$ cat src/rtl/slot_allocator.sv
// Free-slot allocator: registered busy bitmap, lowest-free-index offer, one-hot view in LSB0/MSB0 order.
// Define SLOT_ALLOCATOR_ERROR_CHECK_EN to enable the sticky illegal-free error flag.
module slot_allocator #(
    parameter int NUM_SLOTS   = 4,
    parameter     DIRECTION   = "LSB0",
    parameter int INDEX_WIDTH = $clog2(NUM_SLOTS)
) (
    input  logic                           clk,
    input  logic                           reset,
    input  logic                           alloc_en,
    output logic                           alloc_valid,
    output logic [INDEX_WIDTH-1:0]         alloc_index,
    output logic [NUM_SLOTS-1:0]           alloc_oh,
    input  logic                           free_en,
    input  logic [INDEX_WIDTH-1:0]         free_index,
    output logic [$clog2(NUM_SLOTS+1)-1:0] free_count,
    output logic                           error
);

    localparam int CW = $clog2(NUM_SLOTS + 1);

    logic [NUM_SLOTS-1:0] busy;
    logic [NUM_SLOTS-1:0] sel;
    logic [NUM_SLOTS-1:0] free_sel;
    logic [NUM_SLOTS-1:0] busy_nxt;
    logic                 do_alloc;
    logic                 free_ok;

    // Offer is derived from registered state only, so a same-cycle free never shows up here.
    always_comb begin
        alloc_valid = 1'b0;
        alloc_index = '0;
        sel         = '0;
        for (int i = 0; i < NUM_SLOTS; i++) begin
            if (!busy[i] && !alloc_valid) begin
                alloc_valid = 1'b1;
                alloc_index = INDEX_WIDTH'(i);
                sel[i]      = 1'b1;
            end
        end
    end

    for (genvar g = 0; g < NUM_SLOTS; g++) begin : g_oh
        if (DIRECTION == "MSB0") begin : g_msb
            assign alloc_oh[NUM_SLOTS-1-g] = sel[g];
        end else begin : g_lsb
            assign alloc_oh[g] = sel[g];
        end
    end

    // Out-of-range indices decode to no slot at all, which makes them illegal frees.
    always_comb begin
        free_sel = '0;
        for (int i = 0; i < NUM_SLOTS; i++)
            if (free_index == INDEX_WIDTH'(i)) free_sel[i] = 1'b1;
    end

    assign do_alloc = alloc_en && alloc_valid;
    assign free_ok  = free_en && |(free_sel & busy);

    always_comb begin
        busy_nxt = busy;
        if (do_alloc) busy_nxt = busy_nxt | sel;
        if (free_ok)  busy_nxt = busy_nxt & ~free_sel;
    end

    always_ff @(posedge clk) begin
        if (!reset) begin
            busy       <= '0;
            free_count <= CW'(NUM_SLOTS);
        end else begin
            busy <= busy_nxt;
            if (do_alloc && !free_ok)
                free_count <= free_count - CW'(1);
            else if (free_ok && !do_alloc)
                free_count <= free_count + CW'(1);
        end
    end

`ifdef SLOT_ALLOCATOR_ERROR_CHECK_EN
    logic error_q;

    always_ff @(posedge clk) begin
        if (!reset)
            error_q <= 1'b0;
        else if (free_en && !free_ok)
            error_q <= 1'b1;
    end

    assign error = error_q;
`else
    assign error = 1'b0;
`endif

endmodule

$ cat config.mk
export PLATFORM = sky130hd
export DESIGN_NAME = slot_allocator
export DESIGN_NICKNAME = d
export VERILOG_FILES = /design/src/rtl/slot_allocator.sv
export SDC_FILE = /design/constraint.sdc
export NUM_CORES = 1
export LEC_CHECK = 0
export BUFFER_PORTS_ARGS = -buffer_cell sky130_fd_sc_hd__buf_2
export CELL_PAD_IN_SITES_DETAIL_PLACEMENT = 1
export CELL_PAD_IN_SITES_GLOBAL_PLACEMENT = 1
export CORE_MARGIN = 4
export CORE_UTILIZATION = 25
export CTS_BUF_LIST = sky130_fd_sc_hd__clkbuf_8
export DETAILED_ROUTE_END_ITERATION = 12
export PLACE_DENSITY = 0.59
export SLEW_MARGIN = 20
export SYNTH_ARGS = -nofsm -noshare
export SYNTH_HDL_FRONTEND = slang
export SYNTH_SLANG_ARGS = --single-unit
$ cat constraint.sdc
create_clock -name clk -period 4.5 [get_ports clk]
set_input_delay 0.45 -clock clk [delete_from_list [all_inputs] [get_ports clk]]
set_output_delay 0.45 -clock clk [all_outputs]
set_load 0.01 [all_outputs]
==> qor.yml, run 1 <==
setup_path:
  crit_path_top_delay_cell: "dfxtp_1"
  rrSetupSlack_ps: 2460
  cp-start-kind: "register"
  path_cells: "nand4_1 > and2_1 > ha_1 > fa_1 > xnor2_1 > or3_1 > nand3_1"
  slowest_delay_ps: 500
  cp_max_fo: 10
  arrival_ps: 2200
  endpoint_kind: "register"
  cp.required_ps: 4670
  crit_type: "reg2reg"
finish:
  fin_util: 0.337
  fill_cells: 211
  syn_to_final_growth_pct: 22.8
  nNetsFinal: 72
  drive_above_1_share: 0.302
  insertedDiodeCount: 0
floorplan:
  die_y_um: 49.6
  core-area_mm2: 0.00158
  die_w_um: 49.6
  die-area_mm2: 0.00246
  io-pin-count: 17
  initial_utilization: 0.275
  num_rows: 14
placement:
  hpwl_um: 797
  gp_congestion: 0.733
  portBuffers: 15
clocking:
  clkTransAtPathRegs_ps: 40
  cts_tree: "yes"
  clock_path_buffers: 2
  cts_buffers: 3
  clk_latency_ps: 220
  htreeDepth: 1
  post_cts_resized: 0
  cts.sinks: 7
  clock-root-buffer: "clkbuf_8"
  post_cts_buffers: 0
  ctsHoldBuffers: 0
synthesis:
  ys_types: 25
  synth_top_area_share: 0.324
  synthArstFlopShare: 0
  ys_seq_elements: 7
  synthFlopType: "dfxtp_1"
  yosysSeqAreaShare: 0.324
  yosys-top-cells-area: "dfxtp_1 (32%), buf_6 (7.8%), mux4_2 (5.2%), fa_1 (4.6%), nor2_1 (4.3%)"
  syn_area_per_cell_um2: 9.02
  synth_top_area_cell: "dfxtp_1"
  synth-edff-count: 0
  syn_inst: 48
  synth.cell_area_um2: 433
  yosys-top-cells-count: "dfxtp_1 (7), nor2_1 (5), nand2_1 (4)"
  synth_fp_nets: 56
  synth.most_common_cell: "dfxtp_1"
  yosysWarnings: 0
global_routing:
  grt_pass1_vias: 405
  grt-ovfl-total: 0
  antenna_found_initial: 0
  grt_max_degree: 11
  grt_usage: 0.0959
  grt_pass1_wl_mm: 1.79
drt:
  wl_mm: 1.06
  vias: 403
  detailedRoute.firstPassIterationCount: 2
  postRouteAntennaNets: 0
  via_per_inst: 5.10
  drtIter0Drc: 1
  wl_per_cell_um: 13.5
  drc: 0
sta:
  fin_crit_ps: 2040
  fin_crit_sh: 0.453
  finalMaxSlewViolations: 0
  rsz0062_at_grt: "no"
  hold_viol_final: 0
  finalClockSkew_ps: 0.273
  tns_ps: 0
  max_clock_freq_ghz: 0.491
  setup_viol: 0
run_status:
  status: "completed"
run:
  cap_violations: 0
power:
  cellPowerDensity_mw_per_mm2: 371
  peakVddDrop_mv: 0.101
  leakagePower_nw: 0.239
hold_path:
  min_path_type: "in2reg"
cell usage in the layout (no fill, tap or decap):
| cell | count |
|---|---|
| or3_1 | 1 |
| a31oi_1 | 1 |
| nor2_1 | 5 |
| xnor2_1 | 2 |
| mux2i_1 | 1 |
| nand2_1 | 4 |
| conb_1 | 1 |
| nor3b_1 | 2 |
| and4b_1 | 1 |
| inv_1 | 2 |
| nand4_1 | 2 |
| o21ai_0 | 2 |
| ha_1 | 1 |
| buf_2 | 15 |
| a41oi_1 | 1 |
| and2_1 | 2 |
| nand4b_1 | 1 |
| fa_1 | 1 |
| clkbuf_8 | 3 |
| a21oi_1 | 3 |
| dfxtp_1 | 7 |
| nand3_1 | 2 |
| o22ai_1 | 1 |
| mux4_2 | 1 |
| nor2b_1 | 1 |
stage by stage:
stage	hold slack (ps)	instances	total power (W)	area [um2]	setup slack (ps)
after global routing	472	79	0.000211	532	2350
after floorplan	520	48	0.000102	433	2560
after CTS	469	79	0.000202	532	2440
after detailed placement	499	75	0.000115	487	2340
final	469	79	0.000197	532	2460
after global placement	490	75	0.000113	487	2380
state kept, by name, summed over array words and instances (netlist names):
| name | flops |
|---|---|
| free_count | 3 |
| busy | 4 |
cells by family (layout without fill, tap and decap cells):
| logic type | Yosys count | in the layout | share of synthesized area |
|---|---|---|---|
| simple gates | 21 | 21 | 0.266 |
| compound gates | 8 | 8 | 0.107 |
| flops | 7 | 7 | 0.324 |
| buf+inv | 5 | 20 | 0.104 |
| fa+ha+maj | 2 | 2 | 0.0751 |
| xor+xnor | 2 | 2 | 0.0405 |
| mux | 2 | 2 | 0.0751 |
| other cells | 1 | 1 | 0.00866 |
final timing paths:
path	from	endpoint	cells past startpoint
max	busy[1]	free_count[2]	7
min	reset	free_count[2]	2
max reg2reg	busy[1]	free_count[2]	7
min reg2reg	free_count[2]	free_count[2]	2
area by class of cell:
| class | instances | area (um2) | share of cell area |
|---|---|---|---|
| multi-input combinational | 36 | 248 | 0.466 |
| sequential | 7 | 140 | 0.264 |
| timing repair buffer | 15 | 75.1 | 0.141 |
| clock buffer | 3 | 41.3 | 0.0776 |
| tap | 16 | 20.0 | 0.0376 |
| clock inverter | 1 | 3.75 | 0.00706 |
| inverter | 1 | 3.75 | 0.00706 |
layer usage:
metal | share of wire | global-route usage | wire [um]
met1 | 0.46 | 0.114 | 492
met2 | 0.43 | 0.139 | 458
met5 | 0 | 0 | 0
met3 | 0.091 | 0.0271 | 97
met4 | 0.013 | 0.0829 | 14
report_power, final:
group          switching (W)  internal (W)  leakage, nW
logic              0.0000184     0.0000186        0.155
clock network      0.0000256     0.0000588       0.0269
registers         0.00000757     0.0000682       0.0576
total              0.0000516      0.000146        0.239
worst max-delay path, delay by kind of cell (launching register included):
kind                       cells  cell delay [ps]
and+or+nand+nor                4              720
adders and majority gates      2              610
DFF                            1              500
xor gates and xnor gates       1              140
No activity file was read; power rests on OpenSTA's default activity.
==> run 2: changes to the inputs <==
- PLACE_DENSITY: 0.59 -> 0.61
- clock period: 4.5 -> 1.85 ns (I/O delays scaled with it)
==> qor.yml, run 2 (synthesized netlist as in run 1, its figures left out) <==
run_status:
  status: "completed"
setup_path:
  cp.required_ps: 1960  # -2710 ps
  crit_path_top_delay_cell: "mux4_2"
  endpoint_kind: "register"
  crit_family: "multiplexers"
  cp_max_fo: 3  # -7
  crit_buf_inv: 0  # unchanged
  path_cells: "mux4_2 > nand2_2 > ha_4 > fa_2 > mux2i_1 > nor2b_1"
  cp-startpoint: "busy[3]"
  slowest_delay_ps: 470  # -30 ps
  arrival_ps: 1890  # -310 ps
  crit_type: "reg2reg"
  cp-start-kind: "register"
  r2r_start: "busy[3]"
clocking:
  post_cts_buffers: 0  # unchanged
  cts_tree: "yes"
  clk_latency_ps: 220  # about the same
  cts.sinks: 7  # unchanged
  ctsHoldBuffers: 0  # unchanged
  cts_buffers: 3  # unchanged
  clock_path_buffers: 2  # unchanged
  post_cts_resized: 0  # unchanged
  clock-root-buffer: "clkbuf_8"
  clkTransAtPathRegs_ps: 40  # about the same
  htreeDepth: 1  # unchanged
floorplan:
  core-area_mm2: 0.00158  # unchanged
  initial_utilization: 0.275  # unchanged
  die_y_um: 49.6  # unchanged
  io-pin-count: 17  # unchanged
  num_rows: 14  # unchanged
  die_w_um: 49.6  # unchanged
  die-area_mm2: 0.00246  # unchanged
placement:
  placed_cells: 80  # +6.7%
  place_area_um2: 529  # +8.7%
  portBuffers: 15  # unchanged
  gp_congestion: 0.739  # +0.79%
  dp_slack_ps: 1.00  # -2340 ps
  hpwl_um: 842  # +5.6%
finish:
  reg_top3: "busy x4, free_count x3"
  fill_cells: 195  # -7.6%
  insertedDiodeCount: 0  # unchanged
  syn_to_final_growth_pct: 36.7
  largest_reg_flops: 4  # unchanged
  mostFrequentLayoutCell: "buf_2"
  finalInstanceArea_um2: 592  # +11%
  final_cell_mix: "buf_2 (15), nor2_1 (5), dfxtp_1 (5), buf_4 (5)"
  drive_above_1_share: 0.441  # +0.140
  layout.cells.non_filler: 84  # +6.3%
  nNetsFinal: 77  # +6.9%
  top_register: "busy"
global_routing:
  grt_pass1_vias: 409  # +0.99%
  grt_max_degree: 9  # -2
  antenna_found_initial: 0  # unchanged
  grt-ovfl-total: 0  # unchanged
  grt_usage: 0.0910  # -0.00484
  grt_pass1_wl_mm: 1.70  # -5.0%
drt:
  drc: 0  # unchanged
  drtIter0Drc: 4  # +3
  via_per_inst: 5.01  # -1.8%
  wl_per_cell_um: 13.2  # -2.0%
  wl_mm: 1.11  # +4.2%
  vias: 421  # +4.5%
  detailedRoute.firstPassIterationCount: 3  # +1
  postRouteAntennaNets: 0  # unchanged
sta:
  hold_viol_final: 0  # unchanged
  whs_ps: 199  # -270 ps
  fin_crit_ps: 1780  # -256 ps
  finalClockSkew_ps: 1.13  # +0.855 ps
  tns_ps: 0  # unchanged
  finalMaxSlewViolations: 0  # unchanged
  fin_crit_sh: 0.963  # +0.510
  setup_viol: 0  # unchanged
  rsz0062_at_grt: "no"
  fin_ws_ps: 69.1  # -2390 ps
  max_clock_freq_ghz: 0.562  # +14%
power:
  leakagePower_nw: 0.269  # +13%
  peakVddDrop_mv: 0.289  # +190%
  cellPowerDensity_mw_per_mm2: 844  # +130%
hold_path:
  min_from: "reset"
  min_path_type: "in2reg"
run:
  cap_violations: 0  # unchanged
-- run 2: cell count changes in the layout (fill, tap and decap cells not counted) --
cell     previous run  this run
fa_1                1         0
nand2_2             0         1
buf_4               0         5
ha_1                1         0
nand2_1             4         3
fa_2                0         1
and2_4              0         1
and2_1              2         1
ha_4                0         1
dfxtp_2             0         2
dfxtp_1             7         5
-- run 2: path summary, 6_finish.rpt --
check | cells past startpoint | end | slack (ps)
worst min-delay path | 2 | free_count[2] | 200
worst min register to register | 2 | free_count[2] | 500
worst max-delay path | 6 | free_count[1] | 70
worst max register to register | 6 | free_count[1] | 70
-- run 2: per-layer routing --
| layer | GRT usage | share of wire | vias up |
|---|---|---|---|
| met1 | 0.109 | 0.44 | 195 |
| li1 | - | - | 207 |
| met4 | 0.0829 | 0.014 | 0 |
| met5 | 0 | 0 | - |
| met3 | 0.0211 | 0.059 | 2 |
| met2 | 0.132 | 0.48 | 17 |
-- run 2: cell type report --
| cell class | instances | area, um2 | share of cell area |
|---|---|---|---|
| timing repair buffer | 20 | 113 | 0.190 |
| clock buffer | 3 | 41.3 | 0.0698 |
| sequential | 7 | 143 | 0.241 |
| clock inverter | 1 | 3.75 | 0.00634 |
| tap | 16 | 20.0 | 0.0338 |
| inverter | 1 | 3.75 | 0.00634 |
| multi-input combinational | 36 | 268 | 0.452 |
-- run 2: per-stage QoR --
stage / util / power [W]
finish: 0.375 / 0.000500
global route: 0.375 / 0.000535
CTS: 0.364 / 0.000503
detailed placement: 0.336 / 0.000288
global placement: 0.336 / 0.000286
floorplan: - / 0.000251
-- run 2: where the power goes --
group / internal (W) / switching [W]
clock network: 0.000143 / 0.0000638
registers: 0.000166 / 0.0000129
logic: 0.0000585 / 0.0000555
total: 0.000368 / 0.000132
-- run 2: worst register-to-register path, delay by kind of cell (launching register included) --
family / cells / cell delay, ps
multiplexers: 2 / 610
adder cells (fa/ha/maj): 2 / 580
AND/OR/NAND/NOR: 2 / 150
flip-flops: 1 / 330
